[src/rtl/ctrl_pipeline_pkg.sv]
// Shared rv32i pipeline-control encodings: ALU selects, forwarding selects,
// per-stage control records and their bubble values.
package ctrl_pipeline_pkg;

  typedef enum logic [1:0] {
    ULA_ADD    = 2'b00,
    ULA_SUB    = 2'b01,
    ULA_FUNCT  = 2'b10,
    ULA_BRANCH = 2'b11
  } ula_op_e;

  typedef enum logic [1:0] {
    SRC1_RS1  = 2'b00,
    SRC1_PC   = 2'b01,
    SRC1_ZERO = 2'b10,
    SRC1_RSV  = 2'b11
  } alu_src1_e;

  typedef enum logic [1:0] {
    SRC2_RS2  = 2'b00,
    SRC2_IMM  = 2'b01,
    SRC2_FOUR = 2'b10,
    SRC2_RSV  = 2'b11
  } alu_src2_e;

  typedef enum logic [1:0] {
    FWD_RF  = 2'b00,
    FWD_MEM = 2'b01,
    FWD_WB  = 2'b10,
    FWD_RSV = 2'b11
  } fwd_e;

  typedef struct packed {
    logic      mem_rd;
    logic      mem_wr;
    logic      reg_wr;
    logic      mux_reg_wr;
    logic      jump;
    logic      branch;
    logic      jalr;
    ula_op_e   ula_op;
    alu_src1_e alu_src1;
    alu_src2_e alu_src2;
    logic [4:0] rs1;
    logic [4:0] rs2;
    logic [4:0] rd;
  } idex_t;

  typedef struct packed {
    logic       mem_rd;
    logic       mem_wr;
    logic       reg_wr;
    logic       mux_reg_wr;
    logic [4:0] rd;
  } exmem_t;

  typedef struct packed {
    logic       reg_wr;
    logic       mux_reg_wr;
    logic [4:0] rd;
  } memwb_t;

  localparam idex_t  IDEX_BUBBLE  = '0;
  localparam exmem_t EXMEM_BUBBLE = '0;
  localparam memwb_t MEMWB_BUBBLE = '0;

  // A load in MEM has no result yet, so it never forwards from MEM; x0 never forwards.
  function automatic fwd_e fwd_select(input logic       mem_reg_wr,
                                      input logic       mem_is_load,
                                      input logic [4:0] mem_rd,
                                      input logic       wb_reg_wr,
                                      input logic [4:0] wb_rd,
                                      input logic [4:0] rs);
    if (mem_reg_wr && !mem_is_load && (mem_rd != '0) && (mem_rd == rs))
      return FWD_MEM;
    else if (wb_reg_wr && (wb_rd != '0) && (wb_rd == rs))
      return FWD_WB;
    else
      return FWD_RF;
  endfunction

endpackage

[src/rtl/ctrl_pipeline_if.sv]
// Control-pipeline bus: ID-stage control in, EX/MEM/WB control and hazard controls out.
interface ctrl_pipeline_if;
  logic       id_mem_rd, id_mem_wr, id_reg_wr, id_mux_reg_wr;
  logic       id_jump, id_branch, id_jalr;
  logic [1:0] id_ula_op, id_alu_src1, id_alu_src2;
  logic [4:0] id_rs1, id_rs2, id_rd;
  logic       ex_redirect;

  logic [1:0] ex_ula_op, ex_alu_src1, ex_alu_src2;
  logic       ex_branch, ex_jump, ex_jalr;
  logic [4:0] ex_rs1, ex_rs2, ex_rd;
  logic       mem_mem_rd, mem_mem_wr;
  logic [4:0] mem_rd_idx;
  logic       wb_reg_wr, wb_mux_reg_wr;
  logic [4:0] wb_rd_idx;
  logic       pc_wr_en, ifid_wr_en, ifid_flush;
  logic [1:0] fwd_a, fwd_b;

  modport master (
    output id_mem_rd, id_mem_wr, id_reg_wr, id_mux_reg_wr, id_jump, id_branch, id_jalr,
           id_ula_op, id_alu_src1, id_alu_src2, id_rs1, id_rs2, id_rd, ex_redirect,
    input  ex_ula_op, ex_alu_src1, ex_alu_src2, ex_branch, ex_jump, ex_jalr,
           ex_rs1, ex_rs2, ex_rd, mem_mem_rd, mem_mem_wr, mem_rd_idx,
           wb_reg_wr, wb_mux_reg_wr, wb_rd_idx, pc_wr_en, ifid_wr_en, ifid_flush, fwd_a, fwd_b
  );

  modport slave (
    input  id_mem_rd, id_mem_wr, id_reg_wr, id_mux_reg_wr, id_jump, id_branch, id_jalr,
           id_ula_op, id_alu_src1, id_alu_src2, id_rs1, id_rs2, id_rd, ex_redirect,
    output ex_ula_op, ex_alu_src1, ex_alu_src2, ex_branch, ex_jump, ex_jalr,
           ex_rs1, ex_rs2, ex_rd, mem_mem_rd, mem_mem_wr, mem_rd_idx,
           wb_reg_wr, wb_mux_reg_wr, wb_rd_idx, pc_wr_en, ifid_wr_en, ifid_flush, fwd_a, fwd_b
  );
endinterface

[src/rtl/ctrl_pipeline_hazard_fwd.sv]
// Combinational load-use / redirect hazard detection and EX operand forwarding select.
module hazard_fwd
  import ctrl_pipeline_pkg::*;
(
  input  logic [4:0] id_rs1,
  input  logic [4:0] id_rs2,
  input  logic       ex_redirect,
  input  logic       idex_mem_rd,
  input  logic [4:0] idex_rd,
  input  logic [4:0] idex_rs1,
  input  logic [4:0] idex_rs2,
  input  logic       exmem_reg_wr,
  input  logic       exmem_mem_rd,
  input  logic [4:0] exmem_rd,
  input  logic       memwb_reg_wr,
  input  logic [4:0] memwb_rd,
  output logic       pc_wr_en,
  output logic       ifid_wr_en,
  output logic       ifid_flush,
  output logic       idex_bubble,
  output fwd_e       fwd_a,
  output fwd_e       fwd_b
);

  logic load_use;

  always_comb begin
    load_use = idex_mem_rd && (idex_rd != '0) &&
               ((idex_rd == id_rs1) || (idex_rd == id_rs2));

    pc_wr_en    = 1'b1;
    ifid_wr_en  = 1'b1;
    ifid_flush  = 1'b0;
    idex_bubble = 1'b0;

    // Redirect flushes the wrong-path instruction in ID, so a stall on it is moot.
    if (ex_redirect) begin
      ifid_flush  = 1'b1;
      idex_bubble = 1'b1;
    end else if (load_use) begin
      pc_wr_en    = 1'b0;
      ifid_wr_en  = 1'b0;
      idex_bubble = 1'b1;
    end
  end

  always_comb begin
    fwd_a = fwd_select(exmem_reg_wr, exmem_mem_rd, exmem_rd, memwb_reg_wr, memwb_rd, idex_rs1);
    fwd_b = fwd_select(exmem_reg_wr, exmem_mem_rd, exmem_rd, memwb_reg_wr, memwb_rd, idex_rs2);
  end

endmodule

[src/rtl/ctrl_pipeline.sv]
// ID/EX, EX/MEM and MEM/WB control registers with hazard and forwarding control.
module ctrl_pipeline
  import ctrl_pipeline_pkg::*;
(
  input logic            clk,
  input logic            rst,
  ctrl_pipeline_if.slave bus
);

  idex_t  idex, idex_d, idex_cap;
  exmem_t exmem, exmem_d;
  memwb_t memwb, memwb_d;
  logic   idex_bubble;
  fwd_e   fwd_a, fwd_b;

  hazard_fwd u_hazard_fwd (
    .id_rs1       (bus.id_rs1),
    .id_rs2       (bus.id_rs2),
    .ex_redirect  (bus.ex_redirect),
    .idex_mem_rd  (idex.mem_rd),
    .idex_rd      (idex.rd),
    .idex_rs1     (idex.rs1),
    .idex_rs2     (idex.rs2),
    .exmem_reg_wr (exmem.reg_wr),
    .exmem_mem_rd (exmem.mem_rd),
    .exmem_rd     (exmem.rd),
    .memwb_reg_wr (memwb.reg_wr),
    .memwb_rd     (memwb.rd),
    .pc_wr_en     (bus.pc_wr_en),
    .ifid_wr_en   (bus.ifid_wr_en),
    .ifid_flush   (bus.ifid_flush),
    .idex_bubble  (idex_bubble),
    .fwd_a        (fwd_a),
    .fwd_b        (fwd_b)
  );

  always_comb begin
    idex_cap            = IDEX_BUBBLE;
    idex_cap.mem_rd     = bus.id_mem_rd;
    idex_cap.mem_wr     = bus.id_mem_wr;
    // Branches, stores and x0 destinations never write the register file.
    idex_cap.reg_wr     = bus.id_reg_wr && !bus.id_branch && !bus.id_mem_wr && (bus.id_rd != '0);
    idex_cap.mux_reg_wr = bus.id_mux_reg_wr;
    idex_cap.jump       = bus.id_jump;
    idex_cap.branch     = bus.id_branch;
    idex_cap.jalr       = bus.id_jalr;
    idex_cap.ula_op     = ula_op_e'(bus.id_ula_op);
    idex_cap.alu_src1   = alu_src1_e'(bus.id_alu_src1);
    idex_cap.alu_src2   = alu_src2_e'(bus.id_alu_src2);
    idex_cap.rs1        = bus.id_rs1;
    idex_cap.rs2        = bus.id_rs2;
    idex_cap.rd         = bus.id_rd;

    idex_d = idex_bubble ? IDEX_BUBBLE : idex_cap;

    exmem_d            = EXMEM_BUBBLE;
    exmem_d.mem_rd     = idex.mem_rd;
    exmem_d.mem_wr     = idex.mem_wr;
    exmem_d.reg_wr     = idex.reg_wr;
    exmem_d.mux_reg_wr = idex.mux_reg_wr;
    exmem_d.rd         = idex.rd;

    memwb_d            = MEMWB_BUBBLE;
    memwb_d.reg_wr     = exmem.reg_wr;
    memwb_d.mux_reg_wr = exmem.mux_reg_wr;
    memwb_d.rd         = exmem.rd;
  end

  always_ff @(posedge clk or posedge rst) begin
    if (rst) begin
      idex  <= IDEX_BUBBLE;
      exmem <= EXMEM_BUBBLE;
      memwb <= MEMWB_BUBBLE;
    end else begin
      idex  <= idex_d;
      exmem <= exmem_d;
      memwb <= memwb_d;
    end
  end

  assign bus.ex_ula_op     = idex.ula_op;
  assign bus.ex_alu_src1   = idex.alu_src1;
  assign bus.ex_alu_src2   = idex.alu_src2;
  assign bus.ex_branch     = idex.branch;
  assign bus.ex_jump       = idex.jump;
  assign bus.ex_jalr       = idex.jalr;
  assign bus.ex_rs1        = idex.rs1;
  assign bus.ex_rs2        = idex.rs2;
  assign bus.ex_rd         = idex.rd;
  assign bus.mem_mem_rd    = exmem.mem_rd;
  assign bus.mem_mem_wr    = exmem.mem_wr;
  assign bus.mem_rd_idx    = exmem.rd;
  assign bus.wb_reg_wr     = memwb.reg_wr;
  assign bus.wb_mux_reg_wr = memwb.mux_reg_wr;
  assign bus.wb_rd_idx     = memwb.rd;
  assign bus.fwd_a         = fwd_a;
  assign bus.fwd_b         = fwd_b;

endmodule

[src/flat_wrapper.sv]
// flat-port wrapper written by rule: the top's interface ports become plain ports
module ctrl_pipeline_flat import ctrl_pipeline_pkg::*;
  (clk, rst, bus_id_mem_rd, bus_id_mem_wr, bus_id_reg_wr, bus_id_mux_reg_wr, bus_id_jump, bus_id_branch, bus_id_jalr, bus_id_ula_op, bus_id_alu_src1, bus_id_alu_src2, bus_id_rs1, bus_id_rs2, bus_id_rd, bus_ex_redirect, bus_ex_ula_op, bus_ex_alu_src1, bus_ex_alu_src2, bus_ex_branch, bus_ex_jump, bus_ex_jalr, bus_ex_rs1, bus_ex_rs2, bus_ex_rd, bus_mem_mem_rd, bus_mem_mem_wr, bus_mem_rd_idx, bus_wb_reg_wr, bus_wb_mux_reg_wr, bus_wb_rd_idx, bus_pc_wr_en, bus_ifid_wr_en, bus_ifid_flush, bus_fwd_a, bus_fwd_b);
  ctrl_pipeline_if bus_i ();
  input logic clk;
  input logic rst;
  input wire logic [$bits(bus_i.id_mem_rd)-1:0] bus_id_mem_rd;
  input wire logic [$bits(bus_i.id_mem_wr)-1:0] bus_id_mem_wr;
  input wire logic [$bits(bus_i.id_reg_wr)-1:0] bus_id_reg_wr;
  input wire logic [$bits(bus_i.id_mux_reg_wr)-1:0] bus_id_mux_reg_wr;
  input wire logic [$bits(bus_i.id_jump)-1:0] bus_id_jump;
  input wire logic [$bits(bus_i.id_branch)-1:0] bus_id_branch;
  input wire logic [$bits(bus_i.id_jalr)-1:0] bus_id_jalr;
  input wire logic [$bits(bus_i.id_ula_op)-1:0] bus_id_ula_op;
  input wire logic [$bits(bus_i.id_alu_src1)-1:0] bus_id_alu_src1;
  input wire logic [$bits(bus_i.id_alu_src2)-1:0] bus_id_alu_src2;
  input wire logic [$bits(bus_i.id_rs1)-1:0] bus_id_rs1;
  input wire logic [$bits(bus_i.id_rs2)-1:0] bus_id_rs2;
  input wire logic [$bits(bus_i.id_rd)-1:0] bus_id_rd;
  input wire logic [$bits(bus_i.ex_redirect)-1:0] bus_ex_redirect;
  output wire logic [$bits(bus_i.ex_ula_op)-1:0] bus_ex_ula_op;
  output wire logic [$bits(bus_i.ex_alu_src1)-1:0] bus_ex_alu_src1;
  output wire logic [$bits(bus_i.ex_alu_src2)-1:0] bus_ex_alu_src2;
  output wire logic [$bits(bus_i.ex_branch)-1:0] bus_ex_branch;
  output wire logic [$bits(bus_i.ex_jump)-1:0] bus_ex_jump;
  output wire logic [$bits(bus_i.ex_jalr)-1:0] bus_ex_jalr;
  output wire logic [$bits(bus_i.ex_rs1)-1:0] bus_ex_rs1;
  output wire logic [$bits(bus_i.ex_rs2)-1:0] bus_ex_rs2;
  output wire logic [$bits(bus_i.ex_rd)-1:0] bus_ex_rd;
  output wire logic [$bits(bus_i.mem_mem_rd)-1:0] bus_mem_mem_rd;
  output wire logic [$bits(bus_i.mem_mem_wr)-1:0] bus_mem_mem_wr;
  output wire logic [$bits(bus_i.mem_rd_idx)-1:0] bus_mem_rd_idx;
  output wire logic [$bits(bus_i.wb_reg_wr)-1:0] bus_wb_reg_wr;
  output wire logic [$bits(bus_i.wb_mux_reg_wr)-1:0] bus_wb_mux_reg_wr;
  output wire logic [$bits(bus_i.wb_rd_idx)-1:0] bus_wb_rd_idx;
  output wire logic [$bits(bus_i.pc_wr_en)-1:0] bus_pc_wr_en;
  output wire logic [$bits(bus_i.ifid_wr_en)-1:0] bus_ifid_wr_en;
  output wire logic [$bits(bus_i.ifid_flush)-1:0] bus_ifid_flush;
  output wire logic [$bits(bus_i.fwd_a)-1:0] bus_fwd_a;
  output wire logic [$bits(bus_i.fwd_b)-1:0] bus_fwd_b;
  assign bus_i.id_mem_rd = bus_id_mem_rd;
  assign bus_i.id_mem_wr = bus_id_mem_wr;
  assign bus_i.id_reg_wr = bus_id_reg_wr;
  assign bus_i.id_mux_reg_wr = bus_id_mux_reg_wr;
  assign bus_i.id_jump = bus_id_jump;
  assign bus_i.id_branch = bus_id_branch;
  assign bus_i.id_jalr = bus_id_jalr;
  assign bus_i.id_ula_op = bus_id_ula_op;
  assign bus_i.id_alu_src1 = bus_id_alu_src1;
  assign bus_i.id_alu_src2 = bus_id_alu_src2;
  assign bus_i.id_rs1 = bus_id_rs1;
  assign bus_i.id_rs2 = bus_id_rs2;
  assign bus_i.id_rd = bus_id_rd;
  assign bus_i.ex_redirect = bus_ex_redirect;
  assign bus_ex_ula_op = bus_i.ex_ula_op;
  assign bus_ex_alu_src1 = bus_i.ex_alu_src1;
  assign bus_ex_alu_src2 = bus_i.ex_alu_src2;
  assign bus_ex_branch = bus_i.ex_branch;
  assign bus_ex_jump = bus_i.ex_jump;
  assign bus_ex_jalr = bus_i.ex_jalr;
  assign bus_ex_rs1 = bus_i.ex_rs1;
  assign bus_ex_rs2 = bus_i.ex_rs2;
  assign bus_ex_rd = bus_i.ex_rd;
  assign bus_mem_mem_rd = bus_i.mem_mem_rd;
  assign bus_mem_mem_wr = bus_i.mem_mem_wr;
  assign bus_mem_rd_idx = bus_i.mem_rd_idx;
  assign bus_wb_reg_wr = bus_i.wb_reg_wr;
  assign bus_wb_mux_reg_wr = bus_i.wb_mux_reg_wr;
  assign bus_wb_rd_idx = bus_i.wb_rd_idx;
  assign bus_pc_wr_en = bus_i.pc_wr_en;
  assign bus_ifid_wr_en = bus_i.ifid_wr_en;
  assign bus_ifid_flush = bus_i.ifid_flush;
  assign bus_fwd_a = bus_i.fwd_a;
  assign bus_fwd_b = bus_i.fwd_b;
  ctrl_pipeline u_core (.clk(clk), .rst(rst), .bus(bus_i));
endmodule
[config.mk]
export PLATFORM = sky130hd
export DESIGN_NAME = ctrl_pipeline_flat
export DESIGN_NICKNAME = d
export VERILOG_FILES = /design/src/rtl/ctrl_pipeline_pkg.sv /design/src/rtl/ctrl_pipeline_if.sv /design/src/rtl/ctrl_pipeline_hazard_fwd.sv /design/src/rtl/ctrl_pipeline.sv /design/src/flat_wrapper.sv
export SDC_FILE = /design/constraint.sdc
export NUM_CORES = 1
export LEC_CHECK = 0
export ABC_AREA = 1
export CAP_MARGIN = 20
export CORE_UTILIZATION = 45
export DETAILED_ROUTE_END_ITERATION = 12
export PLACE_DENSITY = 0.8
export SKIP_CTS_REPAIR_TIMING = 1
export SYNTH_ARGS = -nofsm -noshare
export SYNTH_HDL_FRONTEND = slang
export SYNTH_HIERARCHICAL = 1
export SYNTH_SLANG_ARGS = --single-unit
[constraint.sdc]
create_clock -name clk -period 1.5 [get_ports clk]
set_input_delay 0.3 -clock clk [delete_from_list [all_inputs] [get_ports clk]]
set_output_delay 0.3 -clock clk [all_outputs]
set_load 0.02 [all_outputs]
======== Word level (Yosys, flattened, before mapping) ========
Index checks and enable logic that the tools add are counted.
storage, ports and cells
  bits in registers ....................... 44
  input bits .............................. 31
  output and inout port bits .............. 45
cells by class
  eq/ne operators ......................... 6
  mux-type cells .......................... 10
  reduce and logical (&&, ||, !) cells .... 20
operators by type and width
  kind                count
  == test 5 bit       6
  two-way mux 28 bit  1
  nonzero test 5 bit  4
  logical AND 1 bit   12
  two-way mux 2 bit   4
  two-way mux 1 bit   5
  logical NOT 1 bit   3
  logical OR 1 bit    1

======== Logic depth before layout (Yosys ltp) ========
Gate-level depths: netlist of the first run.
  depth after elaboration ................. 6
  gate-level depth with buffers ........... 14
  mapped depth without buffers ............ 13

======== Cells and area by module ========
The synthesis of the first run kept the hierarchy.
by module, submodules not included
  module         instances  cells each  area an instance (µm²)  seq. area each (µm²)
  ctrl_pipeline  1          121         1,614.0                 1,101.1
  hazard_fwd     1          102         533.0                   0.0

======== Worst setup path after synthesis of the first run ========
OpenSTA, ideal clock, no wires.
  path type ............................... reg-to-output
  start ................................... register u_core.idex, in the netlist u_core/bus.ex_rs2[3]
  end ..................................... output port bus_fwd_b[1]
  arrival ................................. 1.265 ns
  required time ........................... 1.200 ns
  path slack .............................. -0.065 ns
  cell stages (with the launch flop) ...... 5
  path buffers ............................ 0
  cell sequence ........................... dfrtp_1 > xnor2_1 > nand2_1 > nor3_2 > nor2_1
on the way
  word-level cells in the longest chain between the ends .. 4
RTL lines
  what                    RTL line                 RTL
  from (decl)             ctrl_pipeline.sv:10      idex_t idex, idex_d, idex_cap;
  from (signal assigned)  ctrl_pipeline.sv:75      idex <= idex_d;
  == test 5 bit           ctrl_pipeline_pkg.sv:76  else if (wb_reg_wr && (wb_rd != '0) && (wb_rd == rs))
  logical AND 1 bit       ctrl_pipeline_pkg.sv:76
  two-way mux 2 bit       ctrl_pipeline_pkg.sv:76
  two-way mux 2 bit *     ctrl_pipeline_pkg.sv:74  if (mem_reg_wr && !mem_is_load && (mem_rd != '0) && (mem_rd == rs))
  to (decl)               flat_wrapper.sv:40       output wire logic [$bits(bus_i.fwd_b)-1:0] bus_fwd_b;
Mark *: on every way between the ends. The rest lies on a longest branch, timed or not.

======== Worst setup path after layout of the first run ========
  start ................................... register u_core.idex, in the netlist u_core/bus.ex_rd[3]
  end ..................................... output port bus_ifid_wr_en
on the way
  word-level cells in the longest chain between the ends .. 5
RTL lines
  what                                                          RTL line                                                        RTL
  == test 5 bit / nonzero test 5 bit (equally long branches)    ctrl_pipeline_hazard_fwd.sv:29, ctrl_pipeline_hazard_fwd.sv:28
  logical OR 1 bit / logical AND 1 bit (equally long branches)  ctrl_pipeline_hazard_fwd.sv:29, ctrl_pipeline_hazard_fwd.sv:28
  logical AND 1 bit *                                           ctrl_pipeline_hazard_fwd.sv:28                                  load_use = idex_mem_rd && (idex_rd != '0) &&
  two-way mux 1 bit *                                           ctrl_pipeline_hazard_fwd.sv:40                                  end else if (load_use) begin
  two-way mux 1 bit *                                           ctrl_pipeline_hazard_fwd.sv:37                                  if (ex_redirect) begin
  to (decl)                                                     flat_wrapper.sv:37                                              output wire logic [$bits(bus_i.ifid_wr_en)-1:0] bus_ifid_wr_en;
Marks and branches as above.

==> summary.txt, run 1 <==
Place
  – Input/output buffers: between 70 and 80
  – DP HPWL: roughly 3.6 mm
  – Gpl congestion: roughly 0.84

Floorplanning
  – Die area: 5050 µm²
  – Row Count: 24
  – Die X-Extent: around 71 µm
  – Starting Density: between 40% and 50%
  – Core ar.: roughly 4500 µm²
  – Top Ports: between 70 and 80
  – Die H: around 70 µm

Logic synthesis
  – Post-synthesis sequential area ratio: roughly half
  – Mapped Nets: 254
  – FF+latch count, synth: between 40 and 50
  – Cell count after synthesis: approximately 220
  – Area contributors post-synth: dfrtp_1 51%, nor2_4 9.4%, inv_1 7.7%
  – Yosys warns: 6
  – Mapped cell area: ~2100 µm²
  – Synth unique cells: 20
  – Post-synth top area cell: dfrtp_1
  – Mean Syn Cell Area: about 9.6 µm²
  – Area share of the leading cell type in the synthesized netlist: between 50% and 60%

GRT
  – GRT Total Usage: about a fifth
  – Global-route wire length before repair: ~7.2 mm
  – Initial antenna violation count: 0
  – Pin count of the biggest net entering global routing: 45
  – Total global routing overflow: 0
  – Vias in the first global route: between 1.5k and 2k

Status
  – Status: finished with violations
  – Failing checks: design-rule violations, negative setup slack

Clock tree
  – Clock Tree Root: clkbuf_8
  – CTS buffer count: 5
  – CTS H-tree depth: 2
  – Clk buf depth: 2
  – Clock transition at path regs: around 0.080 ns
  – TritonCTS clock tree: yes
  – Clock latency on the worst-skew pair: 0.29 ns
  – Clock sink total: 44

Critical path
  – CP max-delay cell: dfrtp_1
  – WP buf/inv: 2
  – Worst EP required: between 1 and 1.5 ns
  – Arr. time, crit path: 1.52 ns
  – CP most frequent cell: buf_6
  – Crit. End Element: primary output
  – CP Class: register to primary output
  – Critical Path Stages: 8
  – Crit path cell chain: buf_6, nand2_2, nand2_1, nor2_2, nand3_2, nand2_4, nand3_4, buf_6
  – Nature of the critical path startpoint: register
  – CP peak stage delay: between 0.4 and 0.5 ns
  – Delay-heaviest family, CP: simple AND/OR/NAND/NOR gates
  – Reg2reg path depth: 15
  – Worst-path maximum fanout: 3

STA
  – Final Skew: between 0.007 and 0.008 ns
  – Minimum clock period: 1.82 ns
  – Fin. Hold Viols: 0
  – Setup violators final: 34
  – Max Slew Vio Count: 0
  – Actual slew at the worst max-slew pin: between 0.2 and 0.25 ns
  – Achievable frequency: about 550 MHz
  – Worst setup margin: -0.317 ns
  – Post-route clock period utilization: 121%
  – RSZ-0062 raised after global routing: yes
  – Hold WS: 0.318 ns
  – Slew headroom: a little over four fifths

Route
  – Antenna Nets Post-Route: 0
  – Via count: between 1.5k and 2k
  – Violation count after the first detailed-routing iteration: around 120
  – Initial DRT Pass Iterations: 10
  – WL/cell: 14.0 µm
  – Aggregate routed wire length: 5.30 mm
  – # DRC: 8
  – Vias/cell: roughly 4.7

Layout
  – Sequential Area: 1120 µm²
  – Post-route core utilization: around four fifths
  – Fillers: approximately 250
  – Layout cells sized above 1: 35.3%
  – Multi-input logic area: between 800 and 900 µm²
  – Layout area overhead: 66.6%
  – Layout Nets: 356
  – Antenna diodes: 0

Pwr
  – Worst vdd rail ir drop: between 500 and 600 µV
  – PwrDens: approximately 770 nW/µm²
  – Static Leak: 2.29 nW

Worst hold path
  – HP Class: primary input to register
  – Worst hold stages: 3

Job
  – Max_cap viols: 0
==> power breakdown <==
group	switching [mW]	internal, mW	leakage [nW]
clock	0.379	0.374	0.0445
sequential	0.0688	1.25	0.553
combinational	0.333	0.364	1.69
==> sequential cells by signal, summed over array words and instances (netlist names) <==
register	flops
u_core/exmem	2
u_core/bus.ex_alu_src2	2
u_core/bus.wb_reg_wr	1
u_core/bus.ex_rs2	5
u_core/bus.ex_jump	1
u_core/bus.ex_rs1	5
u_core/bus.mem_mem_wr	1
u_core/bus.ex_rd	5
u_core/bus.mem_rd_idx	5
u_core/bus.ex_jalr	1
u_core/bus.ex_branch	1
u_core/bus.wb_rd_idx	5
u_core/bus.wb_mux_reg_wr	1
u_core/exmem_d	4
u_core/bus.ex_alu_src1	2
u_core/bus.ex_ula_op	2
u_core/bus.mem_mem_rd	1
==> final timing paths <==
path,start,to,slack (ns)
min in group asynchronous,rst,u_core/bus.ex_alu_src2[0]$_DFF_PP0_,0.33
max in group asynchronous,rst,u_core/bus.mem_rd_idx[2]$_DFF_PP0_,0.92
max,u_core/bus.ex_rd[3]$_DFF_PP0_,bus_ifid_wr_en,-0.32
min reg2reg,u_core/exmem_d[5]$_DFF_PP0_,u_core/exmem[5]$_DFF_PP0_,0.36
min,bus_id_rs1[0],u_core/bus.ex_rs1[0]$_DFF_PP0_,0.32
max reg2reg,u_core/bus.ex_rd[3]$_DFF_PP0_,u_core/exmem_d[6]$_DFF_PP0_,-0.18
==> logic make-up (layout without fill, tap and decap cells) <==
kind of cell,Yosys count,in the layout,share of synthesized area (%)
AND/OR/NAND/NOR,94,94,24.5
buffers and inverters,62,165,15.0
flip-flops,44,44,51.3
XOR/XNOR,22,22,8.97
AO/OA/AOI/OAI,1,1,0.233
==> Yosys cell counts <==
library cell and number:
dfrtp_1 44, inv_1 44, nand2_1 35, nor2_1 25
nor2_4 18, xnor2_1 16, buf_4 12, nand3_1 7
xor2_1 6, buf_12 2, inv_2 2, nor2_2 2
nor3_1 2, nor3_2 2, buf_6 1, clkinv_4 1
nand2_2 1, nand3b_1 1, nand4_1 1, o21ai_0 1
==> layout by cell type (no fill, tap or decap), types with 5 or more instances in the layout <==
cell / n
dlymetal6s2s_1: 45
inv_1: 40
dfrtp_1: 31
nand2_1: 30
buf_4: 25
clkdlybuf4s50_1: 23
nor2_4: 22
nor2_1: 17
dfrtp_2: 13
xnor2_1: 9
xnor2_2: 7
clkbuf_8: 6
nor2_2: 6
xor2_1: 6
inv_2: 5
buf_12: 5
==> routing by layer <==
metal / wire [µm] / GRT usage, % / share of wire, % / vias up
met5: 0 / 0 / 0 / -
met4: 163 / 10.2 / 3.1 / 0
met3: 327 / 4.42 / 6.2 / 15
met2: 2930 / 34.0 / 55 / 83
met1: 1880 / 21.6 / 35 / 833
li1: - / - / - / 840
==> worst register-to-register path, stage by stage, from the launching register on <==
cell and delay (ns):
dfrtp_1 0.41, buf_6 0.14, nand2_2 0.05, nand2_1 0.06
nor2_2 0.15, nand3_2 0.11, nand2_4 0.09, buf_6 0.10
nand2_4 0.05, nand2_4 0.08, buf_12 0.13, inv_2 0.03
nand2_1 0.05, nor2_1 0.04, nand2_1 0.06, inv_1 0.04
==> metrics by stage <==
step                TNS (ns)  instance area, µm²  power (mW)  std cells  setup slack, ns
floorplan                  0                2160        1.65        223          0.00383
global placement      -11.86                3100        1.93        364           -0.701
detailed placement    -13.86                3100        1.95        364           -0.763
CTS                   -12.72                3200        2.71        372           -0.764
global route           -9.85                3580        2.90        378           -0.444
finish                 -5.79                3580        2.77        378           -0.317
==> area by class of cell <==
class	instances	share of cell area [%]
well taps	52	1.82
clock inverters	1	0.210
clock buffers	7	2.41
repair buffers	110	34.6
inverters	47	5.07
multi-input cells	117	24.7
flip-flops and latches	44	31.2
No activity file was read; power rests on OpenSTA's default activity.
==> run 2: changes to the inputs <==
CORE_UTILIZATION = 30   (was 45)
PLACE_DENSITY = 0.57   (was 0.8)
==> run 2 against run 1 <==
  * The run ends with negative setup slack left
  * First-iteration DRC count decreased by 83%
  * Clock skew decreased by 0.0012 ns
  * Design area about the same
  * Total power increased by 2.6%
  * Clock-buffer cell count decreased by 1
  * Via count decreased by 8.1%
  * Worst hold slack got worse by 0.053 ns
  * Clock power increased by 16%
  * Core utilization decreased by 28 points
  * Sequential power about the same
  * Sequential cell count unchanged
  * Critical path depth unchanged
  * Critical path type unchanged
==> summary.txt, run 2 (synthesized netlist as in run 1, its figures left out) <==
Status
  – Status: finished with violations
  – Failing checks: negative setup slack

STA
  – Final Skew: 0.00631 ns
  – Worst setup margin: -0.285 ns
  – Achievable frequency: ~560 MHz
  – Slew headroom: 74.6%
  – Minimum clock period: 1.78 ns
  – Max Slew Vio Count: 0
  – Actual slew at the worst max-slew pin: 0.381 ns
  – Post-route clock period utilization: 119%
  – Fin. Hold Viols: 0
  – Hold WS: about 0.27 ns
  – RSZ-0062 raised after global routing: yes
  – Setup violators final: 34

Place
  – Placement Cell Area: 3190 µm²
  – DP HPWL: ~3.5 mm
  – Gpl congestion: roughly 0.77
  – Input/output buffers: 75

Route
  – Initial DRT Pass Iterations: 4
  – Aggregate routed wire length: 4.51 mm
  – WL/cell: roughly 10 µm
  – # DRC: 0
  – Vias/cell: roughly 3.8
  – Via count: between 1.5k and 2k
  – Antenna Nets Post-Route: 0
  – Violation count after the first detailed-routing iteration: 20

Floorplanning
  – Row Count: 30
  – Starting Density: 31.3%
  – Die H: between 80 and 90 µm
  – Core ar.: a little under 7000 µm²
  – Die area: roughly 7500 µm²
  – Top Ports: 76
  – Die X-Extent: between 80 and 90 µm

Pwr
  – Total Power: 2.84 mW
  – PwrDens: between 700 and 800 nW/µm²
  – Worst vdd rail ir drop: 377 µV
  – Static Leak: about 2.3 nW

Clock tree
  – CTS buffer count: 5
  – Clk buf depth: 2
  – CTS H-tree depth: 2
  – Clock sink total: between 40 and 50
  – Clock latency on the worst-skew pair: between 0.2 and 0.3 ns
  – Clock transition at path regs: 0.08 ns
  – TritonCTS clock tree: yes
  – Clock Tree Root: clkbuf_8

Critical path
  – WP buf/inv: 2
  – Setup crit start: u_core/bus.ex_rd[2]$_DFF_PP0_
  – Worst EP required: 1.20 ns
  – Critical R2R Launch: u_core/bus.ex_rd[2]$_DFF_PP0_
  – Crit. End Element: primary output
  – Nature of the critical path startpoint: register
  – CP peak stage delay: roughly 0.43 ns
  – Crit path cell chain: buf_6, nand2_2, nand2_1, nor2_1, nand3_1, nand2_2, nand3_2, buf_6
  – Delay-heaviest family, CP: simple AND/OR/NAND/NOR gates
  – Worst-path maximum fanout: 3
  – CP Class: register to primary output
  – Arr. time, crit path: 1.48 ns
  – CP max-delay cell: dfrtp_1

GRT
  – Pin count of the biggest net entering global routing: 31
  – Global-route wire length before repair: 7.14 mm
  – Initial antenna violation count: 0
  – Total global routing overflow: 0
  – GRT Total Usage: between 10% and 20%
  – Vias in the first global route: between 1.5k and 2k

Layout
  – Most frequent cells in the layout: 42 x dlymetal6s2s_1, 41 x inv_1, 39 x buf_4
  – Layout Nets: about 370
  – Post-route core utilization: 52.0%
  – Commonest non-fill, non-tap cell in the layout: dlymetal6s2s_1
  – Fillers: 630
  – Fin area: roughly 3600 µm²
  – Layout cells sized above 1: 35.5%
  – Antenna diodes: 0
  – Layout area overhead: 66.5%

Worst hold path
  – Hold path start: bus_id_rs2[0]
  – HP Class: primary input to register

Job
  – Max_cap viols: 0
## run 2: cell count changes in the layout (fill, tap and decap cells not counted), sizes merged
cell,previous run,this run
dlymetal6s2s,45,42
inv,45,46
bufinv,0,1
clkbuf,11,9
buf,38,50
clkinvlp,1,0
clkdlybuf4s50,23,24
## run 2: worst register-to-register path: stages, from the launching register on
cell,delay (ns)
dfrtp_1,0.43
buf_6,0.14
nand2_2,0.05
nand2_1,0.05
nor2_1,0.11
nand3_1,0.10
nand2_2,0.09
nand2_1,0.08
nand2_4,0.17
inv_2,0.04
nand2_1,0.06
nor2_1,0.04
nand2_1,0.05
inv_1,0.03
## run 2: cell type report
type                    instances  area [µm²]  area share (%)
well taps                      96         120            3.36
clock buffers                   6        72.6            2.03
repair buffers                119        1220            34.1
multi-input cells             117         826            23.1
flip-flops and latches         44        1120            31.3
clock inverters                 2        35.0           0.980
inverters                      47         181            5.08
## run 2: power breakdown
group	switching [mW]	total [mW]	internal, mW
registers	0.0663	1.32	1.25
logic	0.298	0.650	0.352
clock network	0.380	0.875	0.494
## run 2: path summary, 6_finish.rpt
kind,to,slack (ns),depth (start not counted)
setup / recovery,bus_ifid_wr_en,-0.28,8
hold / removal,u_core/bus.ex_rs2[0]$_DFF_PP0_,0.27,3
setup reg to reg,u_core/exmem_d[6]$_DFF_PP0_,-0.05,13
hold reg to reg,u_core/bus.mem_mem_wr$_DFF_PP0_,0.35,0
max in group asynchronous,u_core/bus.mem_rd_idx[4]$_DFF_PP0_,0.78,3
min in group asynchronous,u_core/exmem_d[5]$_DFF_PP0_,0.33,3
## run 2: through the flow
stage                     TNS [ns]  setup slack (ns)  std cells
final                        -2.35            -0.285        431
after global routing         -5.95            -0.380        431
after global placement      -13.47            -0.727        417
after CTS                   -15.17            -0.808        425
after detailed placement    -14.79            -0.770        417
after floorplan                  0           0.00383        223
## run 2: per-layer routing
metal,part of all wire (%),wire length [µm],vias up,global-route usage [%]
met5,0,0,-,0
met4,1.0,46,0,3.64
met3,6.2,278,6,3.81
met2,50,2240,43,22.1
met1,43,1940,728,14.5
li1,-,-,850,-
==> run 3: changes to the inputs <==
CORE_MARGIN = 2   (was not set)
==> run 3 against run 2 <==
  * The run still ends with negative setup slack left
  * Sequential power about the same
  * Design area shrank 1.2%
  * Clock-buffer cell count unchanged
  * Worst hold slack gained 0.0025 ns
  * Wire length rose by 3.3%
  * First-iteration DRC count rose by 110%
  * Die area rose by 4.7%
  * Largest power group unchanged
==> summary.txt, run 3 (synthesized netlist as in run 1, its figures left out) <==
Critical path
  – Reg2reg setup slack: -0.01 ns
  – Reg2reg path depth: 9
  – Crit. End Element: primary output
  – Worst reg2reg endpoint: u_core/exmem_d[7]$_DFF_PP0_
  – Critical R2R Launch: u_core/bus.ex_rd[4]$_DFF_PP0_
  – Nature of the critical path startpoint: register
  – Crit path cell chain: nand2_1, nand2_1, nor2_1, nand3_1, nand2_2, nand3_2, buf_6
  – WP buf/inv: 1
  – CP most frequent cell: nand2_1
  – CP Class: register to primary output
  – Arr. time, crit path: roughly 1.5 ns
  – CP max-delay cell: dfrtp_2
  – Delay-heaviest family, CP: simple AND/OR/NAND/NOR gates
  – Worst EP required: around 1.2 ns
  – CP peak stage delay: 0.48 ns
  – Worst-path maximum fanout: 6

GRT
  – Total global routing overflow: 0
  – GRT Total Usage: roughly an eighth
  – Initial antenna violation count: 0
  – Vias in the first global route: between 1.5k and 2k
  – Pin count of the biggest net entering global routing: 31
  – Global-route wire length before repair: about 7.1 mm

Pwr
  – Worst vdd rail ir drop: 328 µV
  – Seq pwr share: between 40% and 50%
  – Sw Ratio: 26.3%
  – Clock power share: a little under a third
  – Comb pwr share: between 20% and 30%
  – PwrDens: between 800 and 900 nW/µm²
  – Net Sw Power: approximately 0.74 mW
  – Static Leak: 2.27 nW
  – Cell Int Power: 2.08 mW

Place
  – Input/output buffers: 75
  – DP HPWL: ~3.5 mm
  – Placed cells: ~420
  – Post-place setup slack: -0.771 ns
  – Placement Cell Area: between 3000 and 4000 µm²
  – Gpl congestion: 0.793

Clock tree
  – CTS H-tree depth: 2
  – Clk buf depth: 2
  – Clock sink total: 44
  – CTS buffer count: 5
  – Clock Tree Root: clkbuf_8
  – TritonCTS clock tree: yes
  – Clock latency on the worst-skew pair: roughly 0.30 ns
  – Clock transition at path regs: roughly 0.08 ns

Floorplanning
  – Die H: about 89 µm
  – Die X-Extent: a little under 90 µm
  – Row Count: 30
  – Starting Density: between 30 and 40%
  – Die area: ~7800 µm²
  – Top Ports: 76
  – Core ar.: approximately 7000 µm²

STA
  – Actual slew at the worst max-slew pin: between 0.3 and 0.4 ns
  – RSZ-0062 raised after global routing: yes
  – Achievable frequency: 557 MHz
  – Post-route clock period utilization: 120%
  – Hold WS: roughly 0.27 ns
  – Slew headroom: approximately 76%
  – Fin. Hold Viols: 0
  – Minimum clock period: around 1.8 ns
  – Setup violators final: 12
  – Setup TNS: -1.50 ns
  – Final Skew: between 0.004 and 0.005 ns
  – Worst setup margin: -0.297 ns
  – Max Slew Vio Count: 0

Layout
  – Fin area: ~3500 µm²
  – Layout area overhead: 64.5%
  – Commonest non-fill, non-tap cell in the layout: dlymetal6s2s_1
  – Sequential Area: 1110 µm²
  – Finished Layout Cells: 430
  – Fillers: between 600 and 700
  – Multi-input logic area: a little under 800 µm²
  – Antenna diodes: 0
  – Layout Nets: between 300 and 400
  – Most frequent cells in the layout: 44 x dlymetal6s2s_1, 41 x inv_1, 40 x buf_4
  – Layout cells sized above 1: a little under a third

Route
  – Vias/cell: approximately 3.8
  – WL/cell: 10.8 µm
  – Aggregate routed wire length: between 4 and 5 mm
  – Initial DRT Pass Iterations: 4
  – Via count: around 1.6k
  – Violation count after the first detailed-routing iteration: just over 40
  – # DRC: 0
  – Antenna Nets Post-Route: 0

Status
  – Failing checks: negative setup slack
  – Status: finished with violations

Worst hold path
  – Hold path start: bus_id_rs2[0]
  – Worst hold stages: 3
  – Min-Delay Endpoint: u_core/bus.ex_rs2[0]$_DFF_PP0_
  – HP Class: primary input to register

Job
  – Max_cap viols: 0
## run 3: area by class of cell
cell class,instances,area share [%]
timing repair buffer,118,34.7
sequential,44,31.5
multi-input combinational,117,22.2
inverter,47,5.14
tap,96,3.40
clock buffer,6,2.05
clock inverter,2,0.992
## run 3: worst max-delay path by stage
stage	start	end	slack, ns	depth (start not counted)
after global placement	bus_id_rs1[0]	bus_ifid_wr_en	-0.72	9
after floorplan	u_core/bus.ex_rd[4]$_DFF_PP0_	bus_pc_wr_en	0.004	7
after CTS	u_core/bus.ex_rd[0]$_DFF_PP0_	bus_pc_wr_en	-0.83	8
final	u_core/bus.ex_rd[4]$_DFF_PP0_	bus_ifid_wr_en	-0.30	7
after detailed placement	bus_id_rs1[0]	bus_pc_wr_en	-0.77	9
after global routing	u_core/bus.ex_rd[1]$_DFF_PP0_	bus_ifid_wr_en	-0.36	8
## run 3: through the flow
stage	power, mW	utilization [%]
after detailed placement	1.96	46.6
after global placement	1.95	46.6
after floorplan	1.65	-
after CTS	2.84	48.2
final	2.83	51.4
after global routing	2.97	51.4
## run 3: per-layer routing
layer  GRT usage [%]  wire [µm]  vias up
li1                -          -      845
met1            14.7       1890      741
met2            20.1       2400       52
met3            2.61        268        7
met4            6.20         98        0
met5               0          0        -
## run 3: power groups by stage
stage / Combinational (mW) / Clock, mW / Sequential (mW)
floorplan: 0.283 / 0 / 1.37
global placement: 0.621 / 0 / 1.33
detailed placement: 0.627 / 0 / 1.33
CTS: 0.629 / 0.909 / 1.31
global route: 0.694 / 0.953 / 1.32
finish: 0.639 / 0.880 / 1.31
## run 3: worst register-to-register path, stage by stage, from the launching register on
cell       delay, ns
dfrtp_2         0.48
nand2_1         0.11
nand2_1         0.06
nor2_1          0.11
nand3_1         0.10
nand2_2         0.10
nand2_2         0.09
nand2_8         0.14
clkbuf_16       0.18
nor2_2          0.04
